<file path="src/rtl/fifo_pkt_reader.sv">
// fifo_pkt_reader: drains a show-ahead FIFO into a valid/ready stream framed with SOP/EOP
module fifo_pkt_reader #(
  parameter int width = 8,
  parameter int maxlen = 4,
  parameter int cntw = 2,
  parameter int timeout = 8,
  parameter int tmrw = 4
) (
  input  logic             CLK,
  input  logic             nRST,
  input  logic [width-1:0] FIFO_Q,
  input  logic             FIFO_EMPTY,
  output logic             FIFO_RD,
  input  logic             FLUSH,
  output logic [width-1:0] TX_DATA,
  output logic             TX_VALID,
  output logic             TX_SOP,
  output logic             TX_EOP,
  input  logic             TX_READY
);
  logic [width-1:0] r_hold, r_tx_data;
  logic             r_hold_v, r_flush_p, r_tx_valid, r_tx_sop, r_tx_eop;
  logic [cntw-1:0]  r_bcnt;
  logic [tmrw-1:0]  r_tmr;
  logic             w_tx_free, w_close, w_rel, w_rd;
  assign w_tx_free = ~r_tx_valid | TX_READY;
  assign w_close   = (r_bcnt == cntw'(maxlen - 1)) | (r_tmr == tmrw'(timeout)) | r_flush_p | FLUSH;
  assign w_rel     = r_hold_v & w_tx_free & (w_close | ~FIFO_EMPTY);
  assign w_rd      = nRST & ~FIFO_EMPTY & (~r_hold_v | w_rel);
  assign FIFO_RD   = w_rd;
  assign TX_DATA   = r_tx_data;
  assign TX_VALID  = r_tx_valid;
  assign TX_SOP    = r_tx_sop;
  assign TX_EOP    = r_tx_eop;
  always_ff @(posedge CLK or negedge nRST)
    if (!nRST) begin
      r_hold     <= '0;
      r_hold_v   <= 1'b0;
      r_bcnt     <= '0;
      r_tmr      <= '0;
      r_flush_p  <= 1'b0;
      r_tx_data  <= '0;
      r_tx_valid <= 1'b0;
      r_tx_sop   <= 1'b0;
      r_tx_eop   <= 1'b0;
    end else begin
      if (w_rd) r_hold <= FIFO_Q;
      r_hold_v <= w_rd | (r_hold_v & ~w_rel);
      if (w_rel) begin
        r_tx_data <= r_hold;
        r_tx_sop  <= (r_bcnt == '0);
        r_tx_eop  <= w_close;
        r_bcnt    <= w_close ? '0 : r_bcnt + 1'b1;
      end
      r_tx_valid <= w_rel | (r_tx_valid & ~TX_READY);
      r_tmr      <= (w_rd | ~r_hold_v) ? '0 :
                    (FIFO_EMPTY & (r_tmr != tmrw'(timeout))) ? r_tmr + 1'b1 : r_tmr;
      r_flush_p  <= (w_rel & w_close) ? 1'b0 : (r_flush_p | (FLUSH & r_hold_v));
    end
  a_idle_bcnt: assert property (@(posedge CLK) disable iff (!nRST) !r_hold_v |-> r_bcnt == '0);
endmodule

</file>
<file path="config.mk">
export PLATFORM = sky130hd
export DESIGN_NAME = fifo_pkt_reader
export DESIGN_NICKNAME = d
export VERILOG_FILES = /design/src/rtl/fifo_pkt_reader.sv
export SDC_FILE = /design/constraint.sdc
export NUM_CORES = 1
export LEC_CHECK = 0
export ABC_AREA = 1
export BUFFER_PORTS_ARGS = -buffer_cell sky130_fd_sc_hd__buf_4
export CORE_MARGIN = 4
export CORE_UTILIZATION = 35
export DETAILED_ROUTE_END_ITERATION = 16
export PLACE_DENSITY = 0.54
export SYNTH_ARGS = -nofsm -noshare
export SYNTH_HDL_FRONTEND = slang
export SYNTH_SLANG_ARGS = --single-unit
</file>
<file path="constraint.sdc">
create_clock -name CLK -period 2.37 [get_ports CLK]
set_clock_uncertainty 0.2 [all_clocks]
set_input_delay 0.1185 -clock CLK [delete_from_list [all_inputs] [get_ports CLK]]
set_output_delay 0.1185 -clock CLK [all_outputs]
set_load 0.05 [all_outputs]
</file>
==> summary.txt, run 1 <==
Status
  – Status: completed

STA
  – FMAX: 496.5 MHz
  – RSZ-0062 raised after global routing: false
  – Measured slew at the worst slew-check pin: 0.4741 ns
  – Slew Viols, Final: 0
  – Crit path time final: 2.014 ns
  – Final Hold Vio Count: 0
  – Final setup violation count: 0
  – Period utilization: between 80% and 90%
  – Post-route setup TNS: 0 ns
  – Slew headroom: between 60 and 70%

GRT
  – GRT Overall Usage: around 13%
  – Global-route wire length before repair: 4326 um
  – Vias in the first global route: approximately 970
  – Total grt overflow: 0
  – Largest net degree at the start of global routing: 31
  – Initial antenna violation count: 0

Final layout
  – Nets: between 150 and 200
  – Fillers: approximately 340
  – Synthesis-to-finish area growth: 27.87%
  – Multi-input gate area: roughly 480 sq um
  – Final Instance Area: between 0.0015 and 0.002 sq mm
  – Reg area: about 680 sq um
  – ANT cells: 0
  – Layout cell share with drive strength beyond 1: 20.22%

Synth
  – Mapped cell area: about 0.0013 sq mm
  – Cell count after synthesis: roughly 140
  – Area share of the largest cell type after synthesis: a little over half
  – Syn Nets: about 160
  – Register area share after synthesis: a little over half
  – Ranking of synthesized cells by area: dfrtp_1 (53%), nand2_1 (13%), inv_1 (6.4%), nand3_1 (5.5%), ha_1 (3.9%)
  – Netlist cell types: 21
  – Avg Cell Area, Syn: between 9 and 10 sq um
  – FF+latch count, synth: 27
  – Synth Warn #: 0
  – Biggest area consumer among synthesized cells: dfrtp_1

Route
  – DR pass1 iterations: 4
  – ANT nets after route: 0
  – Final wirelength: 2401 um
  – Residual DRC: 0
  – Starting DRT DRC Count: 28
  – Avg WL per Cell: approximately 11 um
  – Routed vias/inst: ~4.3
  – Total number of vias: about 1,000

Critical path
  – Worst Path Required: a little over 2 ns
  – Max FO, Critical Path: 17
  – Crit path cell chain: dlygate4sd3_1 > buf_4 > inv_1 > nand2_2 > o211ai_4 > inv_1 > buf_4
  – Crit start category: input pin
  – Worst reg2reg startpoint: r_tmr[0]
  – CP max-delay cell: dlygate4sd3_1
  – Crit end category: primary output
  – Setup crit start: TX_READY
  – Critical Path AT: roughly 1.7 ns
  – Critical path type: in2out
  – Critical Path Max Stage Delay: 0.53 ns

Placement
  – RD Place Congestion: 0.8101
  – Post-DP HPWL: about 1700 um
  – Placed cell area: about 0.0015 sq mm
  – Number of port buffers: 24

Clock network
  – Clock slew at reported path FFs: about 0.090 ns
  – Later-pin clock latency in the skew report: 0.27 ns
  – Clock root buffer: clkbuf_8
  – Maximum buffer depth of the clock tree: 2
  – PostCTS Resize Cnt: 0
  – Total clock sinks: 27
  – CTS H-tree depth: 1
  – CTS buffer count: 3
  – TritonCTS clock tree: yes

Pwr
  – Final Power: 0.001843 W
  – PwrDens: approximately 1100 mW/mm^2
  – Leak: between 0.8 and 0.9 nW
  – Worst VDD drop: ~0.00052 V

Die
  – Die W: approximately 70 um
  – Core Area: 0.003442 sq mm
  – Row count: 21
  – Die ar.: about 0.0047 sq mm
  – # IOs: 25
  – Die H: 68.56 um
  – Initial core utilization: a little under two fifths

Min path
  – Worst Hold Class: in2async

Run
  – Max-cap violations: 0
[metrics by stage]
step | setup WS [ns] | instances | util (%) | hold slack, ns
finish | 0.3557 | 224 | 47.69 | 0.1059
global route | 0.2087 | 224 | 47.69 | 0.1237
CTS | 0.3397 | 224 | 47.69 | 0.1187
detailed placement | 0.7236 | 208 | 42.89 | -0.1288
global placement | 0.7921 | 208 | 42.89 | -0.1299
floorplan | 0.6072 | 142 | - | -0.3771
[worst paths after layout]
check	end	slack, ns	cells after the start
max in group asynchronous	r_hold[2]	1.58	2
setup / recovery	FIFO_RD	0.36	7
min in group CLK	TX_DATA[6]	0.29	2
setup reg to reg	TX_DATA[2]	0.75	9
hold reg to reg	TX_DATA[6]	0.29	2
hold / removal	TX_VALID	0.11	2
[cell usage after synthesis]
cell type and number:
nand2_1 44, dfrtp_1 27, inv_1 22, nand3_1 14, buf_6 4, ha_1 4, o21ai_0 4, nand4_1 3
nor2_1 3, o21ai_1 3, a21oi_1 2, nand2_4 2, xor2_1 2, a21oi_4 1, a31oi_1 1, inv_2 1
nand2_2 1, nor2_2 1, nor2_4 1, o211ai_4 1, o21ai_2 1
[power by group]
group          leakage (nW)  total [W]  internal (W)  switching [W]
Clock                0.0228   0.000254      0.000120       0.000133
Combinational         0.523   0.000860      0.000267       0.000593
Sequential            0.341   0.000729      0.000617       0.000112
[state kept, by name, indices dropped and copies added (netlist names)]
signal,count
r_hold,8
r_bcnt,2
r_hold_v,1
r_tmr,4
TX_VALID,1
TX_EOP,1
r_flush_p,1
TX_SOP,1
TX_DATA,8
[cell type report]
type	count	area share, %
timing repair buffer	36	18.29
inverter	23	5.259
clock buffer	4	2.744
sequential	27	41.16
multi-input combinational	88	29.04
tap	46	3.506
[critical path, delay by kind of cell]
family / cells / cell delay [ns]
buf+inv: 5 / 1.05
compound gates: 1 / 0.42
simple gates: 1 / 0.10
[layout by cell type, fill, tap and decap left out]
cell and count:
nor2_2 1, inv_2 1, nor2_4 1, nand3_1 14
nand2_1 44, a21oi_4 1, a21oi_1 2, o21ai_1 3
o21ai_0 4, inv_1 22, nor2_1 3, o21ai_2 1
dlygate4sd3_1 12, dfrtp_1 27, nand2_4 2, buf_4 24
a31oi_1 1, clkbuf_8 3, ha_1 4, o211ai_4 1
clkbuf_1 1, nand4_1 3, xor2_1 2, nand2_2 1
[cells by family (layout without fill, tap and decap cells)]
family	after synthesis	in the layout	share of synthesized area [%]
and+or+nand+nor	69	69	24.27
AOI/OAI and AO/OA	13	13	7.603
adders and majority gates	4	4	3.899
buffers and inverters	27	63	10.23
DFF	27	27	52.63
xor gates and xnor gates	2	2	1.365
[metal layers]
| metal | track usage, % | vias up | part of all wire, % |
|---|---|---|---|
| li1 | - | 510 | - |
| met1 | 16.53 | 440 | 47 |
| met2 | 19.67 | 19 | 47 |
| met3 | 4.052 | 2 | 5.9 |
| met4 | 3.722 | 0 | 0.58 |
| met5 | 0 | - | 0 |
[timing repair]
action / CTS / global route
hold endpoints to repair: 39 / 0
setup buffers: 0 / 0
hold buffers: 12 / 0
Power figures use the tool's default switching activity.
==> run 2: changes to the inputs <==
- clock period: 2.37 -> 1.9 ns (I/O delays scaled with it)
==> summary.txt, run 2 (synthesis gave the netlist of run 1 again) <==
Clock network
  – Total clock sinks: 27 (unchanged)
  – CTS buffer count: 3 (unchanged)
  – CTS H-tree depth: 1 (unchanged)
  – Later-pin clock latency in the skew report: 0.27 ns (about the same)
  – Maximum buffer depth of the clock tree: 2 (unchanged)
  – Clock root buffer: clkbuf_8
  – Clock slew at reported path FFs: 0.09 ns (about the same)
  – TritonCTS clock tree: yes
  – PostCTS Resize Cnt: 0 (unchanged)

Min path
  – Worst Hold Class: in2async

GRT
  – Total grt overflow: 0 (unchanged)
  – Global-route wire length before repair: 4264 um (-1.4%)
  – GRT Overall Usage: 12.09% (-0.46 points)
  – Vias in the first global route: 988 (+1.6%)
  – Initial antenna violation count: 0 (unchanged)
  – Largest net degree at the start of global routing: 25 (-19%)

STA
  – FMAX: 553.5 MHz
  – Hold_ws: 0.1946 ns (+0.08875 ns)
  – RSZ-0062 raised after global routing: false
  – Period utilization: roughly 95%
  – Slew headroom: 73.40% (+5.2 points)
  – Measured slew at the worst slew-check pin: 0.3981 ns (-0.07602 ns)
  – Slew Viols, Final: 0 (unchanged)
  – Final Hold Vio Count: 0 (unchanged)
  – Final setup violation count: 0 (unchanged)
  – Post-route setup TNS: 0 ns (unchanged)
  – Crit path time final: about 1.8 ns

Route
  – Routed vias/inst: 4.371 (+0.84%)
  – Residual DRC: 0 (unchanged)
  – Total number of vias: 1,001 (+3.1%)
  – Avg WL per Cell: 10.48 um (-2.3%)
  – DR pass1 iterations: 5 (+1)
  – ANT nets after route: 0 (unchanged)
  – Starting DRT DRC Count: 23 (-18%)
  – Final wirelength: 2399 um (about the same)

Die
  – Row count: 21 (unchanged)
  – Die ar.: 0.004700 sq mm (unchanged)
  – Die H: 68.56 um (unchanged)
  – # IOs: 25 (unchanged)
  – Die W: 68.56 um (unchanged)
  – Initial core utilization: 37.30% (unchanged)
  – Core Area: 0.003442 sq mm (unchanged)

Critical path
  – Worst Path Required: 1.60 ns (-0.45 ns)
  – Worst reg2reg startpoint: r_tmr[0]
  – Crit end category: primary output
  – Critical path type: in2out
  – Critical Path AT: 1.51 ns (-0.19 ns)
  – Crit start category: input pin
  – Worst reg2reg path endpoint: TX_DATA[4]
  – R2R setup slack: 0.29 ns (-0.46 ns)
  – R2r worst-path depth: 9 (unchanged)
  – Max FO, Critical Path: 7 (-10)

Placement
  – Number of port buffers: 24 (unchanged)
  – Post-DP HPWL: 1720 um (-0.90%)
  – RD Place Congestion: 0.8187 (+1.1%)
  – Post-Place Cells: 210 (+0.96%)

Final layout
  – Most frequent cells in the layout: nand2_1 (44), buf_4 (28), dfrtp_1 (27), inv_1 (22), nand3_1 (14)
  – Multi-input gate area: 476.7 sq um (unchanged)
  – Fillers: 339 (+0.89%)
  – Synthesis-to-finish area growth: 31.09%
  – Nets: 201 (+2.6%)
  – Most common cell after layout, fill and taps aside: nand2_1
  – Layout cell share with drive strength beyond 1: 22.40% (+2.2 points)
  – Finished Layout Cells: 229 (+2.2%)
  – Reg area: 675.6 sq um (unchanged)
  – ANT cells: 0 (unchanged)

Pwr
  – Leak: 0.9117 nW (+2.8%)
  – Worst VDD drop: 0.0006084 V (+17%)
  – Final Power: 0.002306 W (+25%)
  – PwrDens: 1370 mW/mm^2 (+22%)

Status
  – Status: completed

Run
  – Max-cap violations: 0 (unchanged)
[run 2: report_power, final]
part           total, W  internal (W)  switching [W]
combinational   0.00108      0.000344       0.000734
sequential     0.000905      0.000769       0.000136
clock          0.000324      0.000147       0.000177
total           0.00231       0.00126        0.00105
[run 2: worst max path at each step]
| stage | cells past startpoint | to | slack, ns | startpoint |
|---|---|---|---|---|
| after floorplan | 4 | FIFO_RD | 0.16 | TX_VALID |
| after global placement | 9 | TX_DATA[6] | 0.32 | r_tmr[0] |
| after detailed placement | 9 | TX_DATA[5] | 0.28 | r_tmr[0] |
| after CTS | 7 | FIFO_RD | 0.05 | TX_READY |
| after global routing | 7 | FIFO_RD | 0.01 | TX_READY |
| final | 7 | FIFO_RD | 0.09 | TX_READY |
[run 2: critical path, stage by stage]
cell and delay [ns]:
dlygate4sd3_1 0.54, buf_4 0.13, inv_1 0.11, nand2_2 0.10
o211ai_4 0.28, inv_1 0.07, buf_4 0.19
[run 2: layer usage]
layer	global-route usage (%)	part of all wire (%)	vias up
li1	-	-	518
met1	16.56	49	466
met2	19.07	47	15
met3	2.593	3.6	2
met4	3.722	0.58	0
met5	0	0	-
[run 2: timing repair]
item	in CTS	in global routing
setup endpoints to repair	0	1
hold buffers	13	0
hold endpoints to repair	39	0
buffers inserted	0	2
[run 2: area by class of cell]
class / count / area share [%]
sequential: 27 / 40.15
clock inverter: 1 / 0.2974
tap: 46 / 3.420
multi-input combinational: 88 / 28.33
timing repair buffer: 41 / 20.22
clock buffer: 3 / 2.454
inverter: 23 / 5.130
[run 2: metrics by stage]
stage	cell area, sq um	utilization [%]	setup WS (ns)
after floorplan	1284	-	0.1607
after global placement	1491	43.33	0.3213
after detailed placement	1491	43.33	0.2812
after CTS	1668	48.46	0.04930
after global routing	1683	48.89	0.01143
final	1683	48.89	0.09324
